### src/rtl/alarm_ctrl.sv
// Alarm sequencer: NORMAL -> ATTENTION -> EMERGENCY escalation with timed SILENCED period.
// Optional ATTENTION auto-clear is compiled in with `define ALARM_AUTO_CLEAR_EN.
module alarm_ctrl #(
    parameter int TICKS_PER_SEC  = 50000000,
    parameter int ATTENTION_SECS = 10,
    parameter int SILENCE_SECS   = 30,
    parameter int CLEAR_SECS     = 5
) (
    input  logic       clk,
    input  logic       rst,
    input  logic       trigger,
    input  logic       ack,
    output logic [1:0] state,
    output logic [7:0] secs_left,
    output logic [7:0] alarm_count
);

    localparam int             PW          = (TICKS_PER_SEC > 2) ? $clog2(TICKS_PER_SEC) : 1;
    localparam logic [PW-1:0]  TICK_MAX    = PW'(TICKS_PER_SEC - 1);
    localparam logic [7:0]     ATTN_LOAD   = 8'(ATTENTION_SECS);
    localparam logic [7:0]     SILENCE_LOAD = 8'(SILENCE_SECS);

    if (TICKS_PER_SEC < 2 || ATTENTION_SECS < 1 || ATTENTION_SECS > 255 ||
        SILENCE_SECS < 1 || SILENCE_SECS > 255 || CLEAR_SECS < 1 || CLEAR_SECS > 255) begin : g_bad_param
        $error("alarm_ctrl: parameter out of range");
    end

    typedef enum logic [1:0] {
        ST_NORMAL    = 2'd0,
        ST_ATTENTION = 2'd1,
        ST_EMERGENCY = 2'd2,
        ST_SILENCED  = 2'd3
    } state_t;

    state_t        cur;
    logic [PW-1:0] prescaler;
    logic          ack_q;
    logic          sec_tick;
    logic          ack_rise;

    assign sec_tick = (prescaler == TICK_MAX);
    assign ack_rise = ack & ~ack_q;
    assign state    = cur;

`ifdef ALARM_AUTO_CLEAR_EN
    localparam logic [7:0] CLEAR_LAST = 8'(CLEAR_SECS - 1);
    logic [7:0] clear_cnt;
    logic       auto_clear;

    // Trigger-low seconds only count in ATTENTION; any trigger-high cycle restarts them.
    assign auto_clear = sec_tick && !trigger && (clear_cnt == CLEAR_LAST);

    always_ff @(posedge clk) begin
        if (rst || cur != ST_ATTENTION || trigger) begin
            clear_cnt <= '0;
        end else if (sec_tick) begin
            clear_cnt <= clear_cnt + 8'd1;
        end
    end
`else
    logic auto_clear;
    assign auto_clear = 1'b0;
`endif

    // NOTE: every register here uses non-blocking assignment so all next-state terms
    // read the pre-edge values; later assignments in the block deliberately override earlier defaults.
    always_ff @(posedge clk) begin
        if (rst) begin
            cur         <= ST_NORMAL;
            secs_left   <= '0;
            alarm_count <= '0;
            prescaler   <= '0;
            ack_q       <= 1'b1;
        end else begin
            ack_q     <= ack;
            prescaler <= sec_tick ? '0 : prescaler + PW'(1);

            unique case (cur)
                ST_NORMAL: begin
                    if (trigger) begin
                        cur       <= ST_ATTENTION;
                        secs_left <= ATTN_LOAD;
                        prescaler <= '0;
                    end
                end

                ST_ATTENTION: begin
                    if (ack_rise) begin
                        cur       <= ST_SILENCED;
                        secs_left <= SILENCE_LOAD;
                        prescaler <= '0;
                    end else if (sec_tick && secs_left == 8'd1) begin
                        cur       <= ST_EMERGENCY;
                        secs_left <= '0;
                        prescaler <= '0;
                        if (alarm_count != 8'hFF) begin
                            alarm_count <= alarm_count + 8'd1;
                        end
                    end else if (auto_clear) begin
                        cur       <= ST_NORMAL;
                        secs_left <= '0;
                        prescaler <= '0;
                    end else if (sec_tick && secs_left != 8'd0) begin
                        secs_left <= secs_left - 8'd1;
                    end
                end

                ST_EMERGENCY: begin
                    if (ack_rise && !trigger) begin
                        cur       <= ST_NORMAL;
                        prescaler <= '0;
                    end
                end

                ST_SILENCED: begin
                    if (sec_tick && secs_left == 8'd1) begin
                        prescaler <= '0;
                        if (trigger) begin
                            cur       <= ST_ATTENTION;
                            secs_left <= ATTN_LOAD;
                        end else begin
                            cur       <= ST_NORMAL;
                            secs_left <= '0;
                        end
                    end else if (sec_tick && secs_left != 8'd0) begin
                        secs_left <= secs_left - 8'd1;
                    end
                end
            endcase
        end
    end

endmodule

### config.mk
export PLATFORM = sky130hd
export DESIGN_NAME = alarm_ctrl
export DESIGN_NICKNAME = d
export VERILOG_FILES = /design/src/rtl/alarm_ctrl.sv
export SDC_FILE = /design/constraint.sdc
export NUM_CORES = 1
export LEC_CHECK = 0
export CORE_MARGIN = 2
export CORE_UTILIZATION = 40
export DETAILED_ROUTE_END_ITERATION = 16
export HOLD_SLACK_MARGIN = 0.12
export REMOVE_ABC_BUFFERS = 1
export SLEW_MARGIN = 25
export SYNTH_ARGS = -nofsm -noshare
export SYNTH_HDL_FRONTEND = slang
export SYNTH_SLANG_ARGS = --single-unit
### constraint.sdc
create_clock -name clk -period 3.4 [get_ports clk]
set_input_delay 1.02 -clock clk [delete_from_list [all_inputs] [get_ports clk]]
set_output_delay 1.02 -clock clk [all_outputs]
set_load 0.005 [all_outputs]
## Word level (Yosys, flattened, before mapping)

Index checks and enable logic that the tools add are counted.
Widths: inputs -> output; s select.

| word-level totals | value |
|---|---|
| register bits after elaboration | 45 |
| latch bits | 0 |
| memory bits (writable) | 0 |
| memory bits (read-only) | 0 |
| input port bits | 4 |
| output and inout port bits | 18 |
| logic and storage cells | 51 |
| memories kept | 0 |

| operators by class | value |
|---|---|
| $add $sub $neg | 3 |
| multipliers | 0 |
| divide/modulo/power cells | 0 |
| $lt $le $gt $ge | 0 |
| equality and inequality tests | 10 |
| shift operators | 0 |
| muxes and demuxes | 20 |
| bitwise operators | 3 |
| reduce and logical (&&, ||, !) cells | 10 |

Operators by type and width:

| cell | count |
|---|---|
| $mux 26 | 5 |
| $pmux 26 s4 | 1 |
| $mux 8 | 5 |
| $add 26x1->26 const B | 1 |
| $eq 26x26->1 const B | 1 |
| $pmux 8 s3 | 1 |
| $mux 2 | 5 |
| $add 8x1->8 const B | 1 |
| $eq 8x1->1 const B | 1 |
| $ne 8x8->1 const B | 1 |
| $pmux 2 s4 | 1 |
| $reduce_and 4->1 | 2 |
| $reduce_bool 8->1 | 1 |
| $sub 8x1->8 const B | 1 |
| $ne 2x2->1 const B | 3 |
| $eq 2x2->1 const B | 2 |
| $mux 4 | 1 |
| $logic_and 1x1->1 | 3 |
| $ne 3x3->1 const B | 1 |
| $reduce_bool 3->1 | 1 |
| $eq 2x1->1 const B | 1 |
| $logic_not 2->1 | 1 |
| $not 1->1 | 2 |
| $reduce_and 2->1 | 1 |
| 3 further kinds | 3 |

## Depth between registers and ports, before layout

Gate-level depths: netlist (run 1).

| logic depth | value |
|---|---|
| depth in word-level cells | 6 |
| mapped depth | 9 |
| mapped depth without buffers | 7 |

## Worst setup path before layout (run 1)

Ideal clock, no wire load.

| path | value |
|---|---|
| path type | register to register |
| start point | register secs_left[4] |
| end point | register alarm_count[4] |
| arrival | 2.374 ns |
| path slack | 0.898 ns |
| stages on the path, launching flop included | 8 |
| cell sequence | dfxtp_1 -> or4_4 -> or4b_4 -> or4_1 -> buf_6 -> nor3_2 -> xnor2_1 -> nor2_1 |

| on the way | value |
|---|---|
| longest elaborated chain between the ends | 3 |

RTL lines:

| what | line | RTL |
|---|---|---|
| from (decl) | 14 | `output logic [7:0] secs_left,` |
| from (signal assigned) | 104 | `secs_left <= secs_left - 8'd1;` |
| from (signal assigned) | 126 | `secs_left <= secs_left - 8'd1;` |
| $eq 8x1->1 | 92 | `end else if (sec_tick && secs_left == 8'd1) begin` |
| $logic_and 1x1->1 | 92 |  |
| $reduce_and 4->1 (no source line) | - |  |
| to (signal assigned) | 97 | `alarm_count <= alarm_count + 8'd1;` |
| to (decl) | 15 | `output logic [7:0] alarm_count` |

Every way passes these cells.
A chain may end at the register's enable or synchronous reset.

## Worst setup path in the final report (run 1)

| path | value |
|---|---|
| start point | register secs_left[4] |
| end point | register alarm_count[3] |

Same word-level chain as after synthesis.

==> out/results.ini, run 1 <==
[run_status]
outcome=complete, no violations

[setup_path]
path_max_fanout=8
cpMaxStageDelayCell=or4_1
path_class=flip-flop to flip-flop
crit_buf_inv=0
crit_required_ps=3580
worst-path-stages=6
crit_chain=or4_4, or4b_4, or4_1, nor3_2, xnor2_1, nor2_1
worstSetupEndpointType=flip-flop
crit_family=simple AND/OR/NAND/NOR gates
cp-start-kind=flip-flop
crit_path_max_incr_delay_ps=640
critPathArrivalTime_ps=2940
reg2regPathDepth=6

[yosys]
ys_seq_area_share_pct=38.54
synth.area.mux_share_pct=0.4283
synthFlopType=dfxtp_1
synthAdderAreaFrac_pct=2.677
syn_area_sq_um=2337
ys_warn_count=0
syn_area_per_cell_sq_um=8.499
synth-simple-area-share_pct=34.05
synth_compound_area_share_pct=8.940
netlist_instances=275
yosysTopAreaCell=dfxtp_1
synth_xor_area_share_pct=11.99
ys_seq_elements=45
yosysUniqueCellTypes=48
synth_area_leaders=dfxtp_1 (39%), nor2_1 (7.7%), xnor2_1 (7.5%)
synthArstFlopShare_pct=0
synth_edf_count=0
synth_top_family_by_area=simple AND/OR/NAND/NOR gates
synth_top_area_share_pct=38.54

[global_route]
antenna_found_initial=0
track_usage_pct=16.55
grt_pass1_wl_microns=8556
grt_pass1_vias=1858
overflow=0
grt_max_degree=25

[clock_network]
cts-root-buf=clkbuf_8
postCtsSetupBuffers=0
clock_sinks=45
cts_hold_buf=0
worstSkewPairLatency_ps=290
clockBufferDepth=2
tritoncts.num_buffers=5
cts_tree=done
clkSlewWorstSetupHoldPaths_ps=90
cts_resized=0
h-tree-depth=2

[route]
drtAntennaViolNets=0
detail_route.iter0.violations=130
drc=0
wl_microns=4945
drtPass1Iterations=4
vias=1978
wl_per_cell_microns=13.47
viasPerCell=5.390

[power]
vdd_drop_max_mv=0.2254
power_density_nw_per_um2=364.0
finalPower_w=0.0009846
p_leak_nw=0.8857

[sta]
maxSlewViolCount=0
finalSetupTns_ps=0
slew-limit-headroom_pct=65.58
period_share_pct=81.21
final_hold_viol_count=0
min_period_ps=2761
setup_viol=0
worst_clock_skew_ps=8.346
rsz0062_at_grt=no
worstMarginPinSlew_ps=512.5
fmax_mhz=362.2

[die]
dieArea_sq_um=6471
start_util_pct=41.93
die-width_microns=80.44
design.core.area_sq_um=5574
io_pins=22
die_h_microns=80.44
rows=27

[layout]
area_growth_pct=15.74
seq_area_sq_um=900.9
nets=303
multi_input_area_sq_um=1358
fillerInstances=567
drive_gt1_share_pct=7.458
antenna_cells=0

[worst_hold_path]
hold_path_class=flip-flop to flip-flop
hold_depth=1

[job]
maxCapViolCount=0

[placed_design]
dp_hpwl_microns=3445
routabilityCongestion=0.8156
io_buffers=21

## routing by layer
| metal | routed length, microns | global-route usage (%) | share of wire [%] | vias up |
|---|---|---|---|---|
| met4 | 25 | 4.407 | 0.51 | 0 |
| met2 | 2255 | 26.08 | 46 | 30 |
| met3 | 171 | 3.708 | 3.5 | 2 |
| met1 | 2494 | 22.73 | 50 | 941 |
| li1 | - | - | - | 1005 |
| met5 | 0 | 0 | 0 | - |
## cell usage in the layout, fill, tap and decap left out, types with 5 or more instances in the layout
cell and count:
a21oi_1 10, and3_1 6, and4_1 5, clkbuf_8 7, clkdlybuf4s50_1 21, dfxtp_1 45, ha_1 5, inv_1 8
nand2_1 14, nand3_1 14, nand4_1 7, nor2_1 48, nor3_1 8, nor3_2 6, xnor2_1 20, xor2_1 12
## layout make-up
cell class / instances / area share, %
well taps: 72 / 3.330
clock buffers: 7 / 3.562
repair buffers: 23 / 8.326
multi-input cells: 211 / 50.19
inverters: 8 / 1.110
flip-flops and latches: 45 / 33.30
clock inverters: 1 / 0.1850
## power by group
group	switching, W	total, W	internal, W
registers	0.0000105	0.000544	0.000533
clock network	0.000175	0.000359	0.000184
logic	0.0000468	0.0000815	0.0000347
total	0.000233	0.000985	0.000752
## kinds of logic (layout without fill, tap and decap cells)
logic type / Yosys count / count (layout)
AOI/OAI and AO/OA: 31 / 31
xor gates and xnor gates: 32 / 32
adders and majority gates: 5 / 5
DFF: 45 / 45
buffers and inverters: 19 / 39
and+or+nand+nor: 142 / 142
muxes: 1 / 1
## cells in the mapped netlist, drive strengths merged, types with 6 or more instances
cell    number
nor2        49
dfxtp       45
xnor2       20
nand2       14
nand3       14
nor3        14
xor2        12
a21oi       10
clkbuf      10
inv          8
nand4        7
and3         6
## per-stage QoR
step / setup slack, ps / utilization (%) / cell area, sq um / hold WS [ps] / cells
after floorplan: 831.3 / - / 2288 / 413.2 / 264
after global placement: 610.4 / 46.71 / 2604 / 431.1 / 359
after detailed placement: 556.0 / 46.71 / 2604 / 434.3 / 359
after CTS: 648.9 / 48.53 / 2705 / 449.2 / 367
after global routing: 537.6 / 48.53 / 2705 / 469.5 / 367
final: 638.8 / 48.53 / 2705 / 444.6 / 367
## path summary, 6_finish.rpt
check | startpoint | endpoint | slack, ps
setup / recovery | secs_left[4]$_SDFFE_PP0P_ | alarm_count[3]$_SDFFE_PP0P_ | 640
hold / removal | prescaler[0]$_SDFF_PP0_ | prescaler[0]$_SDFF_PP0_ | 440
setup reg to reg | secs_left[4]$_SDFFE_PP0P_ | alarm_count[3]$_SDFFE_PP0P_ | 640
hold reg to reg | prescaler[0]$_SDFF_PP0_ | prescaler[0]$_SDFF_PP0_ | 440
## state kept, by name, summed over array words and instances (netlist names)
| register | count |
|---|---|
| prescaler | 26 |
| ack_q | 1 |
| state | 2 |
| alarm_count | 8 |
| secs_left | 8 |
Note: power is estimated with default switching activity, not from simulation.
==> inputs of run 2 (changes only) <==
clock period = 2.2 ns   (was 3.4 ns; I/O delays follow)
==> run 2 against run 1 <==
Against the previous run:
- the run now ends with negative setup slack left
- hold slack improved by 70 ps
- first-iteration DRC count decreased by 36%
- via count increased by 8.2%
- wire length increased by 4.7%
- die area unchanged
- fmax increased by 12%
- final cell count increased by 13%
- clock skew decreased by 3.2 ps
- largest cell class unchanged
- largest power group unchanged
==> out/results.ini, run 2 (synthesis gave the netlist of run 1 again) <==
[power]
power_frac_seq_pct=55.5  ; +0.3 points
clkPwrFrac_pct=32.5  ; -4.0 points
pwr-share-comb_pct=12.0  ; +3.7 points
power_density_nw_per_um2=485.5  ; +33%
p_leak_nw=1.141  ; +29%
switchingPower_w=0.0003658  ; +57%
vdd_drop_max_mv=0.3588  ; +59%
p_int_w=0.001141  ; +52%
swShare_pct=24.29  ; +0.66 points

[layout]
antenna_cells=0  ; unchanged
nets=352  ; +16%
final_common_cell=buf_4
area_growth_pct=32.76
final_cell_mix=buf_4 (50), nor2_1 (48), dfxtp_1 (44), clkdlybuf4s50_1 (21), xnor2_1 (20)
largestRegisters=prescaler x26, alarm_count x8, secs_left x8
final_area_sq_um=3103  ; +15%
drive_gt1_share_pct=22.09  ; +15 points
largest_reg_flops=26  ; unchanged
fillerInstances=525  ; -7.4%
final_cells=416  ; +13%
regMostFlops=prescaler

[clock_network]
worstSkewPairLatency_ps=290  ; about the same
cts-root-buf=clkbuf_8
clock_sinks=45  ; unchanged
cts_tree=done
clkSlewWorstSetupHoldPaths_ps=80  ; about the same
clockBufferDepth=2  ; unchanged
tritoncts.num_buffers=5  ; unchanged
h-tree-depth=2  ; unchanged
cts_hold_buf=0  ; unchanged

[setup_path]
cpMaxStageDelayCell=or4b_4
rrSetupSlack_ps=-270  ; -910 ps
reg2regPathDepth=6  ; unchanged
crit_required_ps=2390  ; -1190 ps
reg2reg_from=secs_left[4]$_SDFFE_PP0P_
critPathArrivalTime_ps=2660  ; -280 ps
crit_path_max_incr_delay_ps=570  ; -70 ps
r2r_end=alarm_count[3]$_SDFFE_PP0P_
worstSetupEndpointType=flip-flop
path_class=flip-flop to flip-flop
critPathCapture=alarm_count[3]$_SDFFE_PP0P_
crit_chain=or4_4, or4b_4, or4_4, nor3_2, xnor2_1, nor2_1
path_max_fanout=8  ; unchanged
cpMostUsedCell=or4_4
crit_start=secs_left[4]$_SDFFE_PP0P_
cp-start-kind=flip-flop

[worst_hold_path]
hold_path_class=flip-flop to flip-flop
hp-start=prescaler[0]$_SDFF_PP0_

[route]
wl_per_cell_microns=12.45  ; -7.6%
drtAntennaViolNets=0  ; unchanged
vias=2140  ; +8.2%
detail_route.iter0.violations=83  ; -36%
drc=0  ; unchanged
drtPass1Iterations=4  ; unchanged
wl_microns=5179  ; +4.7%
viasPerCell=5.144  ; -4.6%

[sta]
worstMarginPinSlew_ps=553.4  ; +40.90 ps
final_hold_viol_count=0  ; unchanged
min_period_ps=2471  ; -289.8 ps
worst_clock_skew_ps=5.103  ; -3.243 ps
period_share_pct=112.3  ; +31 points
maxSlewViolCount=0  ; unchanged
rsz0062_at_grt=yes
fmax_mhz=404.6  ; +12%
setup_viol=17  ; +17
fin_ws_ps=-271.4  ; -910.2 ps
slew-limit-headroom_pct=63.10  ; -2.5 points

[die]
design.core.area_sq_um=5574  ; unchanged
start_util_pct=41.93  ; unchanged
dieArea_sq_um=6471  ; unchanged
die-width_microns=80.44  ; unchanged
die_h_microns=80.44  ; unchanged
rows=27  ; unchanged
io_pins=22  ; unchanged

[global_route]
antenna_found_initial=0  ; unchanged
overflow=0  ; unchanged
grt_pass1_vias=1937  ; +4.3%
grt_max_degree=25  ; unchanged
track_usage_pct=17.29  ; +0.74 points
grt_pass1_wl_microns=8832  ; +3.2%

[job]
maxCapViolCount=0  ; unchanged

[placed_design]
io_buffers=21  ; unchanged
post-place-cells=404  ; +13%
place_area_sq_um=2954  ; +13%
dp_hpwl_microns=3795  ; +10%
routabilityCongestion=0.8533  ; +4.6%

[run_status]
outcome=finished, violations left
violations=negative setup slack

[run 2: cell count changes in the layout (fill, tap and decap cells not counted), sizes merged]
cell      previous run  this run
clkinvlp             0         1
buf                  2        51
clkinv               1         0
[run 2: power by group through the flow]
stage               clock network [W]   logic, W  registers (W)
CTS                          0.000518   0.000177       0.000836
global placement                    0   0.000170       0.000855
global route                 0.000545   0.000199       0.000838
detailed placement                  0   0.000170       0.000855
finish                       0.000490   0.000180       0.000836
floorplan                           0  0.0000766       0.000856
[run 2: cell type report]
class | instances | area, sq um | share of cell area (%)
Clock buffer | 7 | 76.32 | 2.460
Timing Repair Buffer | 72 | 605.6 | 19.52
Sequential cell | 45 | 902.1 | 29.07
Clock inverter | 1 | 7.507 | 0.2419
Multi-Input combinational cell | 211 | 1391 | 44.84
Tap cell | 72 | 90.09 | 2.903
Inverter | 8 | 30.03 | 0.9677
[run 2: worst min path at each step]
stage          slack [ps]                      end  cells past startpoint
6_report              520  prescaler[0]$_SDFF_PP0_                      2
5_1_grt               540  prescaler[0]$_SDFF_PP0_                      2
4_1_cts               520  prescaler[0]$_SDFF_PP0_                      2
3_5_place_dp          510  prescaler[0]$_SDFF_PP0_                      2
3_3_place_gp          500  prescaler[0]$_SDFF_PP0_                      2
2_1_floorplan         410  prescaler[0]$_SDFF_PP0_                      1
[run 2: metrics by stage]
step | setup TNS (ps) | setup slack (ps) | hold WS, ps | total power, W | utilization (%)
finish | -3568 | -271.4 | 515.0 | 0.001506 | 55.67
global route | -4838 | -368.5 | 539.1 | 0.001582 | 55.67
CTS | -4034 | -325.7 | 521.6 | 0.001531 | 55.40
detailed placement | -6260 | -344.2 | 509.3 | 0.001025 | 53.00
global placement | -5079 | -278.4 | 504.0 | 0.001025 | 53.00
floorplan | -2845 | -368.7 | 413.2 | 0.0009327 | -
[run 2: critical path, delay by kind of cell (launching register included)]
| family | cells | cell delay [ps] |
|---|---|---|
| XOR/XNOR | 1 | 130 |
| AND/OR/NAND/NOR | 5 | 1920 |
| flip-flops | 1 | 310 |
[run 2: per-layer routing]
layer	part of all wire, %	vias to the layer above	wire [microns]	track usage [%]
li1	-	1097	-	-
met1	49	999	2524	23.22
met2	46	38	2367	27.58
met3	4.6	6	238	3.933
met4	0.97	0	50	5.254
met5	0	-	0	0
[run 2: what timing repair did]
action,CTS,global route
pin swaps,5,5
resized for setup,6,3
setup endpoints to repair,16,19
setup buffers,3,2
==> inputs of run 3 (changes only) <==
GPL_ROUTABILITY_DRIVEN = 0   (was default)
==> results of run 3 <==
No change in the layout: final DEF, timing and power equal those of run 2.
